--- src/rtl/vm_pkg.sv ---
// vm_pkg: shared states, coin values and widths for the payment initiator
package vm_pkg;
    localparam int PRICE_W = 5;
    localparam int ITEM_W  = 4;
    localparam int CNT_W   = 4;
    localparam int TMR_W   = 8;
    localparam logic [PRICE_W-1:0] FIVE = 5'd1;
    localparam logic [PRICE_W-1:0] TEN  = 5'd2;
    typedef enum logic [2:0] {IDLE, PAY, WAIT, CHANGE, DONE, ERR} state_t;
    // Units paid by the next coin: a ten-coin never pays more than what is left
    function automatic logic [PRICE_W-1:0] coin_units(input logic ten, input logic [PRICE_W-1:0] rem);
        return ten ? (rem < TEN ? rem : TEN) : FIVE;
    endfunction
endpackage

--- src/rtl/vm_payment_initiator_if.sv ---
// vm_payment_initiator_if: host/machine signals of the payment initiator
interface vm_payment_initiator_if;
    import vm_pkg::*;
    logic               start;
    logic [ITEM_W-1:0]  item_sel;
    logic [PRICE_W-1:0] price_units;
    logic               use_ten;
    logic               dispense;
    logic               five_out;
    logic [ITEM_W-1:0]  item;
    logic               five_in;
    logic               ten_in;
    logic               busy;
    logic               done;
    logic               error;
    logic [CNT_W-1:0]   change_cnt;
    modport master (output start, item_sel, price_units, use_ten, dispense, five_out,
                    input  item, five_in, ten_in, busy, done, error, change_cnt);
    modport slave  (input  start, item_sel, price_units, use_ten, dispense, five_out,
                    output item, five_in, ten_in, busy, done, error, change_cnt);
endinterface

--- src/rtl/vm_cycle_timer.sv ---
// vm_cycle_timer: loadable down-counter, expired while the count sits at zero
module vm_cycle_timer #(
    parameter int W = 8
) (
    input  logic         clk,
    input  logic         rst_n,
    input  logic         load_i,
    input  logic [W-1:0] val_i,
    output logic         expired_o
);
    logic [W-1:0] cnt_q, cnt_d;
    // Load wins, otherwise count down and park at zero
    always_comb cnt_d = load_i ? val_i : (cnt_q != '0 ? cnt_q - 1'b1 : cnt_q);
    // Count register
    always_ff @(posedge clk or negedge rst_n)
        if (!rst_n) cnt_q <= '0;
        else        cnt_q <= cnt_d;
    assign expired_o = cnt_q == '0;
endmodule

--- src/rtl/vm_payment_initiator.sv ---
// vm_payment_initiator: pays for a vending item coin by coin and tracks change
// Define VM_PAYINIT_TIMEOUT_EN to abort a WAIT that outlasts TIMEOUT cycles.
module vm_payment_initiator import vm_pkg::*; #(
    parameter int TIMEOUT    = 8,
    parameter int CHANGE_WIN = 2
) (
    input logic                    clk,
    input logic                    rst_n,
    vm_payment_initiator_if.slave  bus
);
    state_t             state_q;
    logic [PRICE_W-1:0] rem_q;
    logic [ITEM_W-1:0]  item_q;
    logic [CNT_W-1:0]   cnt_q;
    logic               use_ten_q, disp_seen_q, five_q, ten_q, busy_q, done_q, error_q;
    logic               pay_end, go_change, tmr_load, tmr_exp, cnt_inc;
    logic [TMR_W-1:0]   tmr_val;
    logic [PRICE_W-1:0] coin;
    assign pay_end   = state_q == PAY && rem_q == '0;
    assign go_change = disp_seen_q | bus.dispense;
    assign coin      = coin_units(use_ten_q, rem_q);
    assign cnt_inc   = bus.five_out && cnt_q != '1 && (state_q == PAY || state_q == WAIT || state_q == CHANGE);
`ifdef VM_PAYINIT_TIMEOUT_EN
    assign tmr_load  = pay_end || (state_q == WAIT && bus.dispense);
`else
    assign tmr_load  = (pay_end && go_change) || (state_q == WAIT && bus.dispense);
`endif
    assign tmr_val   = go_change ? TMR_W'(CHANGE_WIN - 1) : TMR_W'(TIMEOUT - 1);
    vm_cycle_timer #(.W(TMR_W)) u_timer (
        .clk(clk), .rst_n(rst_n), .load_i(tmr_load), .val_i(tmr_val), .expired_o(tmr_exp)
    );
    // Transaction FSM with registered coin, status and change outputs
    always_ff @(posedge clk or negedge rst_n) begin
        if (!rst_n) begin
            state_q     <= IDLE;
            rem_q       <= '0;
            item_q      <= '0;
            cnt_q       <= '0;
            use_ten_q   <= 1'b0;
            disp_seen_q <= 1'b0;
            five_q      <= 1'b0;
            ten_q       <= 1'b0;
            busy_q      <= 1'b0;
            done_q      <= 1'b0;
            error_q     <= 1'b0;
        end else begin
            five_q  <= 1'b0;
            ten_q   <= 1'b0;
            done_q  <= 1'b0;
            error_q <= 1'b0;
            if (cnt_inc) cnt_q <= cnt_q + 1'b1;
            case (state_q)
                IDLE: if (bus.start) begin
                    busy_q <= 1'b1;
                    if (bus.price_units == '0) begin
                        state_q <= ERR;
                        error_q <= 1'b1;
                    end else begin
                        state_q     <= PAY;
                        item_q      <= bus.item_sel;
                        use_ten_q   <= bus.use_ten;
                        disp_seen_q <= 1'b0;
                        cnt_q       <= '0;
                        five_q      <= !bus.use_ten;
                        ten_q       <= bus.use_ten;
                        rem_q       <= bus.price_units - coin_units(bus.use_ten, bus.price_units);
                    end
                end
                PAY: begin
                    if (bus.dispense) disp_seen_q <= 1'b1;
                    if (rem_q == '0) state_q <= go_change ? CHANGE : WAIT;
                    else begin
                        five_q <= !use_ten_q;
                        ten_q  <= use_ten_q;
                        rem_q  <= rem_q - coin;
                    end
                end
                WAIT: begin
                    if (bus.dispense) state_q <= CHANGE;
`ifdef VM_PAYINIT_TIMEOUT_EN
                    else if (tmr_exp) begin
                        state_q <= ERR;
                        error_q <= 1'b1;
                    end
`endif
                end
                CHANGE: if (tmr_exp) begin
                    state_q <= DONE;
                    done_q  <= 1'b1;
                end
                DONE, ERR: begin
                    state_q <= IDLE;
                    busy_q  <= 1'b0;
                end
                default: state_q <= IDLE;
            endcase
        end
    end
    assign bus.item       = item_q;
    assign bus.five_in    = five_q;
    assign bus.ten_in     = ten_q;
    assign bus.busy       = busy_q;
    assign bus.done       = done_q;
    assign bus.error      = error_q;
    assign bus.change_cnt = cnt_q;
endmodule

--- src/flat_wrapper.sv ---
// flat-port wrapper written by rule: the top's interface ports become plain ports
module vm_payment_initiator_flat import vm_pkg::*;
#(
    parameter int TIMEOUT    = 8,
    parameter int CHANGE_WIN = 2
)
  (clk, rst_n, bus_start, bus_item_sel, bus_price_units, bus_use_ten, bus_dispense, bus_five_out, bus_item, bus_five_in, bus_ten_in, bus_busy, bus_done, bus_error, bus_change_cnt);
  vm_payment_initiator_if bus_i ();
  input logic clk;
  input logic rst_n;
  input wire logic [$bits(bus_i.start)-1:0] bus_start;
  input wire logic [$bits(bus_i.item_sel)-1:0] bus_item_sel;
  input wire logic [$bits(bus_i.price_units)-1:0] bus_price_units;
  input wire logic [$bits(bus_i.use_ten)-1:0] bus_use_ten;
  input wire logic [$bits(bus_i.dispense)-1:0] bus_dispense;
  input wire logic [$bits(bus_i.five_out)-1:0] bus_five_out;
  output wire logic [$bits(bus_i.item)-1:0] bus_item;
  output wire logic [$bits(bus_i.five_in)-1:0] bus_five_in;
  output wire logic [$bits(bus_i.ten_in)-1:0] bus_ten_in;
  output wire logic [$bits(bus_i.busy)-1:0] bus_busy;
  output wire logic [$bits(bus_i.done)-1:0] bus_done;
  output wire logic [$bits(bus_i.error)-1:0] bus_error;
  output wire logic [$bits(bus_i.change_cnt)-1:0] bus_change_cnt;
  assign bus_i.start = bus_start;
  assign bus_i.item_sel = bus_item_sel;
  assign bus_i.price_units = bus_price_units;
  assign bus_i.use_ten = bus_use_ten;
  assign bus_i.dispense = bus_dispense;
  assign bus_i.five_out = bus_five_out;
  assign bus_item = bus_i.item;
  assign bus_five_in = bus_i.five_in;
  assign bus_ten_in = bus_i.ten_in;
  assign bus_busy = bus_i.busy;
  assign bus_done = bus_i.done;
  assign bus_error = bus_i.error;
  assign bus_change_cnt = bus_i.change_cnt;
  vm_payment_initiator #(.TIMEOUT(TIMEOUT), .CHANGE_WIN(CHANGE_WIN)) u_core (.clk(clk), .rst_n(rst_n), .bus(bus_i));
endmodule
--- config.mk ---
export PLATFORM = sky130hd
export DESIGN_NAME = vm_payment_initiator_flat
export DESIGN_NICKNAME = d
export VERILOG_FILES = /design/src/rtl/vm_pkg.sv /design/src/rtl/vm_payment_initiator_if.sv /design/src/rtl/vm_cycle_timer.sv /design/src/rtl/vm_payment_initiator.sv /design/src/flat_wrapper.sv
export SDC_FILE = /design/constraint.sdc
export NUM_CORES = 1
export LEC_CHECK = 0
export CORE_ASPECT_RATIO = 0.7
export CORE_MARGIN = 4
export CORE_UTILIZATION = 58
export CTS_BUF_LIST = sky130_fd_sc_hd__clkbuf_8 sky130_fd_sc_hd__clkbuf_16
export DETAILED_ROUTE_END_ITERATION = 10
export HOLD_SLACK_MARGIN = 0.02
export PLACE_DENSITY = 0.85
export SKIP_LAST_GASP = 1
export SYNTH_ARGS = -nofsm -noshare
export SYNTH_HDL_FRONTEND = slang
export SYNTH_SLANG_ARGS = --single-unit
export TNS_END_PERCENT = 50
--- constraint.sdc ---
create_clock -name clk -period 5.33 [get_ports clk]
set_input_delay 0.7995 -clock clk [delete_from_list [all_inputs] [get_ports clk]]
set_output_delay 0.7995 -clock clk [all_outputs]
set_load 0.005 [all_outputs]
==> run metrics <==
Setup crit end kind=flop; WS Path Type=primary input to flop; slew of the pin with the lowest slew margin=0.599 ns; Async SR Flop Fraction=100%; Worst Path Required=approximately 5.5 ns; htree depth=2; Post-DP HPWL=roughly 3200 µm; Top Ports=28; Yosys warning count=0; die span in y=approximately 56 µm; share of layout cells above drive strength 1=between 10% and 20%; setup TNS=0 ns; Max Cap Violations=0; outcome=complete, no violations; Yosys reg bits=31; Final Critical Period=between 2 and 3 ns; class of the worst hold path=flop to flop; Worst EP arrival=around 2.8 ns; CTS Buffer Depth=2; commonest non-fill, non-tap cells in the layout=dfrtp_1 (31), clkdlybuf4s50_1 (27), nor2_1 (24), a21oi_1 (14), nand2_1 (12); GR Util All Layers=around 22%; Critical Path Fanout Max=12; DRC Markers=0; static leakage=about 0.95 nW; clk root buf=clkbuf_8; library cells used by synthesis=50; port bufs=27; commonest non-fill, non-tap cell in the layout=dfrtp_1; final net count=between 200 and 250; Slew Limit Headroom=between 60% and 70%; final clock period utilization by the worst path=a little under 50%; core box area=about 2900 µm²; Die W=76.0 µm; Initial DRT Pass Iterations=4; hold_buf cts=0; clock buffer count from CTS=5; reg2reg end=u_core.rem_q[0]; f_max=approximately 390 MHz; post-synthesis sequential area ratio=approximately two fifths; later-pin clock latency in the skew report=0.28 ns; post-CTS resize count=0; Peak VDD IR=around 0.35 mV; vias in the first global route=~1600; clock skew=0.00390 ns; final hold vios=0; Post-synth EDFFs=0; Gate Count Post-Synth=approximately 190; Initial Util=roughly 64%; r2r startpoint=u_core.state_q[2]; Critical Path End=u_core.rem_q[4]; Worst Reg-to-Reg Cells=5; setup bufs post-CTS=0; Mapped Area=between 1500 and 2000 µm²; Vias=~1600; die area=about 4200 µm²; unrepaired setup endpoints after global routing=false; r2r setup slk=between 3 and 4 ns; Final setup viols=0; initial antenna violation count=0; worst hold slack=~0.52 ns; antenna-violating nets left=0; via/cell ratio=roughly 6.1; grt ovf=0; Setup crit start kind=primary input; routability cong.=~0.85; Setup crit start=bus_price_units[2]; first-pass GRT wire length=~7400 µm; worst hold start=u_core.bus.item[3]; # diodes=0; Site Rows=16; number of DRC markers in iteration 0=128; Syn-to-layout area delta=20.3%; WL per Instance=roughly 17 µm; CTS tree=done; Synth Flop Type=dfrtp_1; final WL=4370 µm; CTS sink cnt=31; syn avg cell area=9.83 µm²; clock-pin transition on the worst setup and hold timing paths=0.06 ns; largest net degree at the start of global routing=32; Power Density=~570 nW/µm²; max-slew violations=0; Core Util, Final=76.7%
==> through the flow <==
| step | cell area (µm²) | setup WS, ns | power (mW) | std cells |
|---|---|---|---|---|
| floorplan | 1880 | 3.22 | 0.904 | 193 |
| global placement | 2180 | 2.56 | 1.07 | 252 |
| detailed placement | 2180 | 2.46 | 1.11 | 252 |
| CTS | 2260 | 2.76 | 1.30 | 260 |
| global route | 2260 | 2.60 | 1.40 | 260 |
| finish | 2260 | 2.74 | 1.30 | 260 |
==> synthesized netlist by cell type (2+ instances only) <==
master,n,area share [%]
dfrtp_1,31,41
nor2_1,24,4.8
a21oi_1,14,3.7
nand2_1,12,2.4
o21ai_0,8,2.1
ha_1,7,4.7
inv_1,7,1.4
xnor2_1,6,2.8
nand3_1,5,1.3
nor3_1,5,1.3
a31oi_1,4,1.3
buf_2,4,1.1
mux2_4,4,3.2
nor2b_1,4,1.3
nor4_1,4,1.3
or3_1,4,1.3
mux2i_1,3,1.6
nor3b_1,3,1.2
o22ai_1,3,1.0
or3_4,3,1.8
xor2_1,3,1.4
nand2b_1,2,0.67
o22a_1,2,0.93
or2_2,2,0.67
or3b_2,2,0.93
==> power breakdown <==
part / internal, mW / total, mW / leakage [nW] / switching [mW]
registers: 0.342 / 0.469 / 0.384 / 0.127
clock network: 0.0876 / 0.174 / 0.0505 / 0.0865
logic: 0.326 / 0.653 / 0.520 / 0.327
total: 0.755 / 1.30 / 0.955 / 0.540
==> sequential cells by signal, summed over array words and instances (netlist names) <==
signal / count
u_core.state_q: 3
u_core.bus.change_cnt: 4
u_core.u_timer.cnt_q: 8
u_core.bus.error: 1
u_core.bus.ten_in: 1
u_core.bus.busy: 1
u_core.bus.five_in: 1
u_core.disp_seen_q: 1
u_core.rem_q: 5
u_core.use_ten_q: 1
u_core.bus.done: 1
u_core.bus.item: 4
==> layer usage <==
layer,wire [µm],global-route usage [%],vias up
li1,-,-,753
met1,1960,29.4,762
met2,2000,31.7,56
met3,293,8.09,12
met4,117,8.38,0
met5,0,0,-
==> layout make-up <==
cell class / instances / area, µm²
repair buffers: 28 / 278
inverters: 7 / 26.3
flip-flops and latches: 31 / 776
multi-input cells: 150 / 1050
fillers: 190 / 686
clock buffers: 5 / 68.8
well taps: 36 / 45.0
clock inverters: 3 / 12.5
==> cells by family after synthesis <==
| family | Yosys count | synth area share (%) |
|---|---|---|
| AO/OA/AOI/OAI | 41 | 15.3 |
| XOR/XNOR | 9 | 4.20 |
| adder cells (fa/ha/maj) | 7 | 4.67 |
| buffers and inverters | 12 | 3.07 |
| flip-flops | 31 | 41.3 |
| multiplexers | 8 | 5.40 |
| other | 1 | 0.200 |
| AND/OR/NAND/NOR | 82 | 25.8 |
==> worst min path at each step <==
stage	to	slack, ns	cells past startpoint
2_1_floorplan	u_core.u_timer.cnt_q[2]	0.49	2
3_3_place_gp	u_core.bus.item[3]	0.49	1
4_1_cts	u_core.bus.item[3]	0.52	1
5_1_grt	u_core.bus.item[0]	0.54	1
3_5_place_dp	u_core.bus.item[2]	0.50	1
6_report	u_core.bus.item[3]	0.52	1
==> worst max-delay path, cell delays in order <==
cell and delay (ns):
clkdlybuf4s50_1 0.48, or3_4 0.42, o311a_1 0.52, nor2_4 0.30, a21oi_1 0.07, o22a_1 0.17
(Power assumes the default switching activity.)
